$ cat src/rtl/uart_pkg.sv
// uart_pkg: shared receiver state encoding and default frame geometry
package uart_pkg;
  localparam int FRAME_BITS = 11;
  localparam int DEF_OVERSAMPLE = 16;
  localparam int DEF_DATA_BITS = 8;
  typedef enum logic [2:0] {IDLE, START, DATA, PARITY, STOP, BREAK} uart_state_e;
endpackage

$ cat src/rtl/uart_rx_sync.sv
// uart_rx_sync: two-flop synchronizer for the serial line, resets to idle-high
module uart_rx_sync (
  input  logic clock,
  input  logic reset,
  input  logic async_i,
  output logic sync_o
);
  logic meta_q, sync_q;
  always_ff @(posedge clock or posedge reset)
    if (reset) {sync_q, meta_q} <= 2'b11;
    else {sync_q, meta_q} <= {meta_q, async_i};
  assign sync_o = sync_q;
endmodule

$ cat src/rtl/uart_deserialize.sv
// uart_deserialize: oversampled UART receiver with even parity, break detection and a one-deep holding register
module uart_deserialize
  import uart_pkg::*;
#(
  parameter int OVERSAMPLE = DEF_OVERSAMPLE,
  parameter int DATA_BITS  = DEF_DATA_BITS
) (
  input  logic                 clock,
  input  logic                 reset,
  input  logic                 rx,
  input  logic                 sample_tick,
  output logic [DATA_BITS-1:0] data,
  output logic                 data_valid,
  input  logic                 data_read,
  output logic                 parity_error,
  output logic                 framing_error,
  output logic                 overrun,
  output logic                 busy
);
  localparam int CW = $clog2(OVERSAMPLE);
  localparam int IW = $clog2(DATA_BITS);
  uart_state_e state_q;
  logic [CW-1:0] cnt_q, cnt_d;
  logic [IW-1:0] idx_q;
  logic [DATA_BITS-1:0] shift_q, data_q;
  logic rx_s, cnt_mid, cnt_end, last_bit;
  logic par_err_q, stop_err_q, commit_q, dv_q, pe_q, fe_q, ov_q;
  uart_rx_sync u_sync (.clock(clock), .reset(reset), .async_i(rx), .sync_o(rx_s));
  assign cnt_mid = cnt_q == CW'(OVERSAMPLE/2 - 1);
  assign cnt_end = cnt_q == CW'(OVERSAMPLE - 1);
  assign cnt_d = cnt_end ? '0 : cnt_q + 1'b1;
  assign last_bit = idx_q == IW'(DATA_BITS - 1);
  always_ff @(posedge clock or posedge reset) begin
    if (reset) begin
      state_q <= IDLE;
      cnt_q <= '0;
      idx_q <= '0;
      shift_q <= '0;
      data_q <= '0;
      par_err_q <= 1'b0;
      stop_err_q <= 1'b0;
      commit_q <= 1'b0;
      dv_q <= 1'b0;
      pe_q <= 1'b0;
      fe_q <= 1'b0;
      ov_q <= 1'b0;
    end else begin
      commit_q <= 1'b0;
      if (sample_tick)
        case (state_q)
          IDLE: if (!rx_s) begin
            state_q <= START;
            cnt_q <= '0;
          end
          START: if (cnt_mid) begin
            state_q <= rx_s ? IDLE : DATA;
            cnt_q <= '0;
            idx_q <= '0;
          end else cnt_q <= cnt_q + 1'b1;
          DATA: begin
            cnt_q <= cnt_d;
            if (cnt_end) begin
              shift_q[idx_q] <= rx_s;
              idx_q <= last_bit ? '0 : idx_q + 1'b1;
              if (last_bit) state_q <= PARITY;
            end
          end
          PARITY: begin
            cnt_q <= cnt_d;
            if (cnt_end) begin
              par_err_q <= ^shift_q ^ rx_s;
              state_q <= STOP;
            end
          end
          STOP: begin
            cnt_q <= cnt_d;
            if (cnt_end) begin
              commit_q <= 1'b1;
              stop_err_q <= ~rx_s;
              state_q <= rx_s ? IDLE : BREAK;
            end
          end
          BREAK: if (rx_s) state_q <= IDLE;
          default: state_q <= IDLE;
        endcase
      // An unread frame wins over a new one unless it is consumed on the same clock
      if (commit_q && dv_q && !data_read) ov_q <= 1'b1;
      else if (commit_q) begin
        data_q <= shift_q;
        pe_q <= par_err_q;
        fe_q <= stop_err_q;
        dv_q <= 1'b1;
      end else if (data_read) dv_q <= 1'b0;
    end
  end
  assign data = data_q;
  assign data_valid = dv_q;
  assign parity_error = pe_q;
  assign framing_error = fe_q;
  assign overrun = ov_q;
  assign busy = state_q != IDLE;
endmodule

$ cat config.mk
export PLATFORM = sky130hd
export DESIGN_NAME = uart_deserialize
export DESIGN_NICKNAME = d
export VERILOG_FILES = /design/src/rtl/uart_pkg.sv /design/src/rtl/uart_rx_sync.sv /design/src/rtl/uart_deserialize.sv
export SDC_FILE = /design/constraint.sdc
export NUM_CORES = 1
export LEC_CHECK = 0
export ABC_AREA = 1
export CORE_MARGIN = 5
export CORE_UTILIZATION = 40
export DETAILED_ROUTE_END_ITERATION = 6
export PLACE_DENSITY = 0.7
export RECOVER_POWER = 50
export SYNTH_ARGS = -nofsm -noshare
export SYNTH_HDL_FRONTEND = slang
export SYNTH_HIERARCHICAL = 1
export SYNTH_SLANG_ARGS = --single-unit
$ cat constraint.sdc
create_clock -name clock -period 3.6 [get_ports clock]
set_input_delay 0.72 -clock clock [delete_from_list [all_inputs] [get_ports clock]]
set_output_delay 0.72 -clock clock [all_outputs]
set_load 0.01 [all_outputs]
==> results of run 1 <==
through the flow:
step	instance area, um2	hold WS, ns	setup slack, ns
floorplan	1784	0.3452	2.115
global placement	2018	0.3463	1.473
detailed placement	2018	0.3473	1.449
CTS	2136	0.3573	1.289
global route	2122	0.3599	1.240
finish	2122	0.3563	1.300
cells by family (layout without fill, tap and decap cells):
group | count (synthesis) | after routing
DFF | 35 | 35
buffers and inverters | 30 | 54
AOI/OAI and AO/OA | 29 | 29
adders and majority gates | 3 | 3
muxes | 5 | 5
and+or+nand+nor | 107 | 107
xor gates and xnor gates | 3 | 3
layout make-up:
cell class / instances / area (um2) / share of cell area, %
clock inverter: 2 / 35.03 / 1.651
timing repair buffer: 18 / 177.7 / 8.373
multi-input combinational: 147 / 773.2 / 36.44
tap: 52 / 65.06 / 3.066
sequential: 35 / 878.3 / 41.39
clock buffer: 6 / 82.58 / 3.892
inverter: 28 / 110.1 / 5.189
routing by layer:
metal  up-vias  global-route usage (%)  routed length (um)
met5         -                       0                   0
met4         0                   4.720                  57
met3         6                   3.630                 187
met2        32                   19.44                1416
met1       646                   13.75                1509
li1        725                       -                   -
cells in the mapped netlist:
cell      number  area, um2
mux2i_1        1      10.01
inv_2          5      18.77
buf_2          1      5.000
a31o_2         1      8.760
nor2_8         1      20.02
dfstp_2        2      52.55
nor2_2         3      18.77
o22ai_1        1      6.260
a21oi_4        1      16.27
o21ai_1       13      65.06
clkinv_4       1      8.760
xnor2_1        1      8.760
nor2_4         1      11.26
clkbuf_1       1      3.750
nand4_1        1      6.260
a21oi_1        3      15.01
xor2_1         2      17.52
inv_1         22      82.58
nand3_1       25      125.1
mux2_2         4      45.04
dfrtp_1       33      825.8
o21ai_0       10      50.05
ha_1           3      37.54
nand2_2        5      31.28
nor2_1         9      33.78
nand2_4        2      22.52
nor3_4         1      16.27
nand2_1       59      221.5
worst max-delay path by stage:
stage | to | slack (ns) | cells after the start
finish | busy | 1.30 | 3
floorplan | data[0]$_DFFE_PP0P_ | 2.11 | 5
global route | busy | 1.24 | 3
global placement | framing_error$_DFFE_PP0P_ | 1.47 | 5
CTS | busy | 1.29 | 3
detailed placement | parity_error$_DFFE_PP0P_ | 1.45 | 5
where the power goes:
group	internal (mW)	switching (mW)	leakage, nW
sequential	0.432	0.0565	0.475
combinational	0.103	0.192	0.512
clock	0.224	0.142	0.0612
total	0.759	0.390	1.05
critical path: stages, from the launching register on:
cell             delay [ns]
dfrtp_1                0.47
nor2_2                 0.24
nand2_2                0.09
clkdlybuf4s50_1        0.49
registers in the layout, summed over array words and instances, names as in the netlist:
name	cells
shift_q	8
u_sync/meta_q	1
state_q	3
idx_q	3
cnt_q	4
stop_err_q	1
u_sync/sync_o	1
data_valid	1
data	8
overrun	1
commit_q	1
parity_error	1
par_err_q	1
framing_error	1
==> metrics.yaml, run 1 <==
firstDrtPassIters: 5
post-cts-setup-buffers: 0
syn_inst: 212
cts_buffer_depth: 2
clockRootBuffer: "clkbuf_8"
synthSimpleGateAreaFrac_pct: 28.40
power_per_cell_area_mw_per_mm2: 541.6
period_share_pct: 63.89
drt-initial-drc-count: 66
r2r_cells: 7
holdPathEnd: "u_sync/sync_o$_DFF_PP1_"
rsz0062_at_grt: "false"
finalSetupTns_ns: 0
regToRegEndpoint: "idx_q[1]$_DFFE_PP0P_"
arrival_ns: 1.58
grt_pass1_vias: 1331
numPortBuffers: 17
startpoint: "state_q[0]$_DFFE_PP0P_"
drive_gt1_share_pct: 14.41
synthMuxAreaShare_pct: 3.086
whs_path_depth: 0
clock_skew_ns: 0.003181
synth_seq_cells: 35
antenna_found_initial: 0
worstSetupPathType: "flop to output pin"
fin_nets: 243
grt_overflow: 0
setup_viol: 0
cts_hold_buf: 0
irDropWorstVdd_uv: 305.3
regToRegSetupSlack_ns: 1.91
start_util_pct: 40.98
run_status: "complete, no violations"
ctsResizeCount: 0
antenna_cells: 0
grt_max_degree: 34
min-delay-start: "u_sync/meta_q$_DFF_PP1_"
core_mm2: 0.004354
final_common_cell: "nand2_1"
finalHoldViolCount: 0
vias: 1409
tightest_slew_ns: 0.4901
finalCriticalPeriod_ns: 2.300
rr_startpoint: "cnt_q[0]$_DFFE_PP0P_"
dp_hpwl_mm: 2.370
rows: 24
clk_pin_slew_ns: 0.07
drtAntennaViolNets: 0
viasPerCell: 4.892
syn_area_mm2: 0.001784
clk_latency_ns: 0.29
crit_fanout: 7
final.fill_count: 418
maxSlewHeadroom_pct: 67.25
synth_compound_area_share_pct: 9.046
synth_fa_ha_area_share_pct: 2.104
cts_tree: "yes"
cts_buffers: 5
fp.dieW_um: 76.79
synth_fp_nets: 220
min_path_type: "flop to flop"
max_freq_mhz: 434.8
synth.distinct_cells: 28
h-tree-depth: 2
grt_pass1_wl_mm: 5.651
synth_top_family_by_area: "simple AND/OR/NAND/NOR gates"
drc: 0
cap_violations: 0
p_total_mw: 1.149
grt_use_total_pct: 11.63
synth_xor_area_share_pct: 1.473
die_area_mm2: 0.005896
wl_mm: 3.170
area_growth_pct: 18.93
start_kind: "flop"
seq_area_frac_synth_pct: 49.23
p_leak_nw: 1.048
final_max_slew_viol_count: 0
final_cell_mix: "nand2_1, dfrtp_1, nand3_1"
dieHeight_um: 76.79
place_congestion: 0.8509
syn_avg_cell_area_um2: 8.416
post-route-util_pct: 48.74
stdcell_count: 288
num_io_pins: 18
post_drt_wl_per_cell_um: 11.01
required_ns: 2.88
endpoint_kind: "output pin"
yosys_warnings: 6
placed_cells: 280
cts.sinks: 35
(Power assumes the default switching activity.)
==> run 2, diff against run 1 <==
--- a/config.mk
+++ b/config.mk
@@ -9,7 +9,7 @@
 export CORE_MARGIN = 5
 export CORE_UTILIZATION = 40
 export DETAILED_ROUTE_END_ITERATION = 6
-export PLACE_DENSITY = 0.7
+export PLACE_DENSITY = 0.73
 export RECOVER_POWER = 50
 export SYNTH_ARGS = -nofsm -noshare
 export SYNTH_HDL_FRONTEND = slang
==> constraint.sdc (replaced) <==
create_clock -name clock -period 2.09 [get_ports clock]
set_input_delay 0.418 -clock clock [delete_from_list [all_inputs] [get_ports clock]]
set_output_delay 0.418 -clock clock [all_outputs]
set_load 0.01 [all_outputs]
==> metrics.yaml, run 2 (synthesis gave the netlist of run 1 again) <==
run_status: "complete, no violations"
num_io_pins: 18  # unchanged
grt_util_met2_pct: 18.00  # -1.4 points
die_area_mm2: 0.005896  # unchanged
grt.busiest_layer: "met2"
fin_nets: 244  # +0.41%
fp.dieW_um: 76.79  # unchanged
whs_path_depth: 0  # unchanged
final.fill_count: 414  # -0.96%
met3_usage_pct: 3.864  # +0.23 points
required_ns: 1.67  # -1.21 ns
maxSlewHeadroom_pct: 44.58  # -23 points
area_growth_pct: 18.30
grt_use_total_pct: 11.56  # -0.071 points
period_share_pct: 93.61
max_freq_mhz: 511.1
p_leak_nw: 1.038  # -0.95%
h-tree-depth: 2  # unchanged
worstSetupPathType: "flop to output pin"
holdPathEnd: "u_sync/sync_o$_DFF_PP1_"
dp_hpwl_mm: 2.317  # -2.2%
wl_mm: 3.090  # -2.5%
grt_overflow: 0  # unchanged
ctsResizeCount: 0  # unchanged
rsz0062_at_grt: "false"
drc: 0  # unchanged
cts_hold_buf: 0  # unchanged
p_total_mw: 1.843  # +60%
cts_tree: "yes"
cts.sinks: 35  # unchanged
rows: 24  # unchanged
drtAntennaViolNets: 0  # unchanged
r2r_cells: 9  # +2
grt_max_degree: 34  # unchanged
antenna_cells: 0  # unchanged
finalSetupTns_ns: 0  # unchanged
setup_viol: 0  # unchanged
cts_buffers: 5  # unchanged
post-route-util_pct: 48.48  # -0.26 points
final_cell_mix: "nand2_1, dfrtp_1, nand3_1"
cts_buffer_depth: 2  # unchanged
viasPerCell: 4.865  # -0.57%
grt_pass1_vias: 1313  # -1.4%
numPortBuffers: 17  # unchanged
post-cts-setup-buffers: 0  # unchanged
clk_pin_slew_ns: 0.06  # about the same
core_mm2: 0.004354  # unchanged
clock_skew_ns: 0.003363  # +0.0001822 ns
drive_gt1_share_pct: 15.25  # +0.85 points
irDropWorstVdd_uv: 443.2  # +45%
start_kind: "flop"
clockRootBuffer: "clkbuf_8"
met1_usage_pct: 14.66  # +0.90 points
min-delay-start: "u_sync/meta_q$_DFF_PP1_"
finalHoldViolCount: 0  # unchanged
place_congestion: 0.8151  # -4.2%
post_drt_wl_per_cell_um: 10.73  # -2.5%
cap_violations: 0  # unchanged
antenna_found_initial: 0  # unchanged
clk_latency_ns: 0.28  # about the same
tightest_slew_ns: 0.8313  # +0.3412 ns
drt-initial-drc-count: 75  # +14%
grt_pass1_wl_mm: 5.582  # -1.2%
dieHeight_um: 76.79  # unchanged
finalCriticalPeriod_ns: 1.956
endpoint_kind: "output pin"
arrival_ns: 1.54  # -0.04 ns
min_path_type: "flop to flop"
vias: 1401  # -0.57%
rr_startpoint: "idx_q[0]$_DFFE_PP0P_"
regToRegEndpoint: "state_q[0]$_DFFE_PP0P_"
start_util_pct: 40.98  # unchanged
power_per_cell_area_mw_per_mm2: 873.0  # +61%
firstDrtPassIters: 4  # -1
final_common_cell: "nand2_1"
final_max_slew_viol_count: 0  # unchanged
regToRegSetupSlack_ns: 0.62  # -1.29 ns
crit_fanout: 7  # unchanged
run 2: changes by cell type in the layout (fill, tap and decap cells not counted), sizes merged:
cell	previous run	this run
bufinv	1	0
clkbuf	6	7
run 2: how the worst max path moves through the flow:
| stage | startpoint | to | cells after the start |
|---|---|---|---|
| 6_report | state_q[2]$_DFFE_PP0P_ | busy | 3 |
| 5_1_grt | state_q[0]$_DFFE_PP0P_ | busy | 3 |
| 4_1_cts | state_q[2]$_DFFE_PP0P_ | busy | 3 |
| 3_5_place_dp | sample_tick | state_q[2]$_DFFE_PP0P_ | 6 |
| 3_3_place_gp | sample_tick | state_q[1]$_DFFE_PP0P_ | 6 |
| 2_1_floorplan | idx_q[0]$_DFFE_PP0P_ | state_q[2]$_DFFE_PP0P_ | 9 |
run 2: routing by layer:
metal  up-vias  wire length, um
met5         -                0
met4         0               62
met3         6              188
met2        23             1373
met1       640             1465
li1        732                -
run 2: final cells by class:
type	count	area, um2	share of cell area [%]
Multi-Input combinational cell	147	787.0	37.29
Tap cell	52	65.06	3.082
Inverter	28	110.1	5.216
Clock buffer	6	82.58	3.912
Sequential cell	35	878.3	41.61
Clock inverter	1	5.005	0.2371
Timing Repair Buffer	19	182.7	8.654
run 2: worst max-delay path: stages (launching register included):
cell and delay (ns):
dfrtp_1 0.51, inv_2 0.12, nand2_2 0.10, clkdlybuf4s50_1 0.53
run 2: metrics by stage:
stage / setup WS (ns) / instance area, um2 / std cells / hold WS (ns)
5_1_grt: 0.04072 / 2111 / 288 / 0.3656
4_1_cts: 0.1249 / 2113 / 288 / 0.3627
3_3_place_gp: 0.3408 / 2026 / 281 / 0.3460
3_5_place_dp: 0.3508 / 2026 / 281 / 0.3469
2_1_floorplan: 0.7702 / 1784 / 212 / 0.3295
6_report: 0.1335 / 2111 / 288 / 0.3562
run 2: report_power, final:
part	total [mW]	internal, mW	switching (mW)	leakage (nW)
clock	0.487	0.258	0.229	0.0470
combinational	0.518	0.183	0.335	0.517
sequential	0.837	0.745	0.0928	0.475
total	1.84	1.19	0.657	1.04
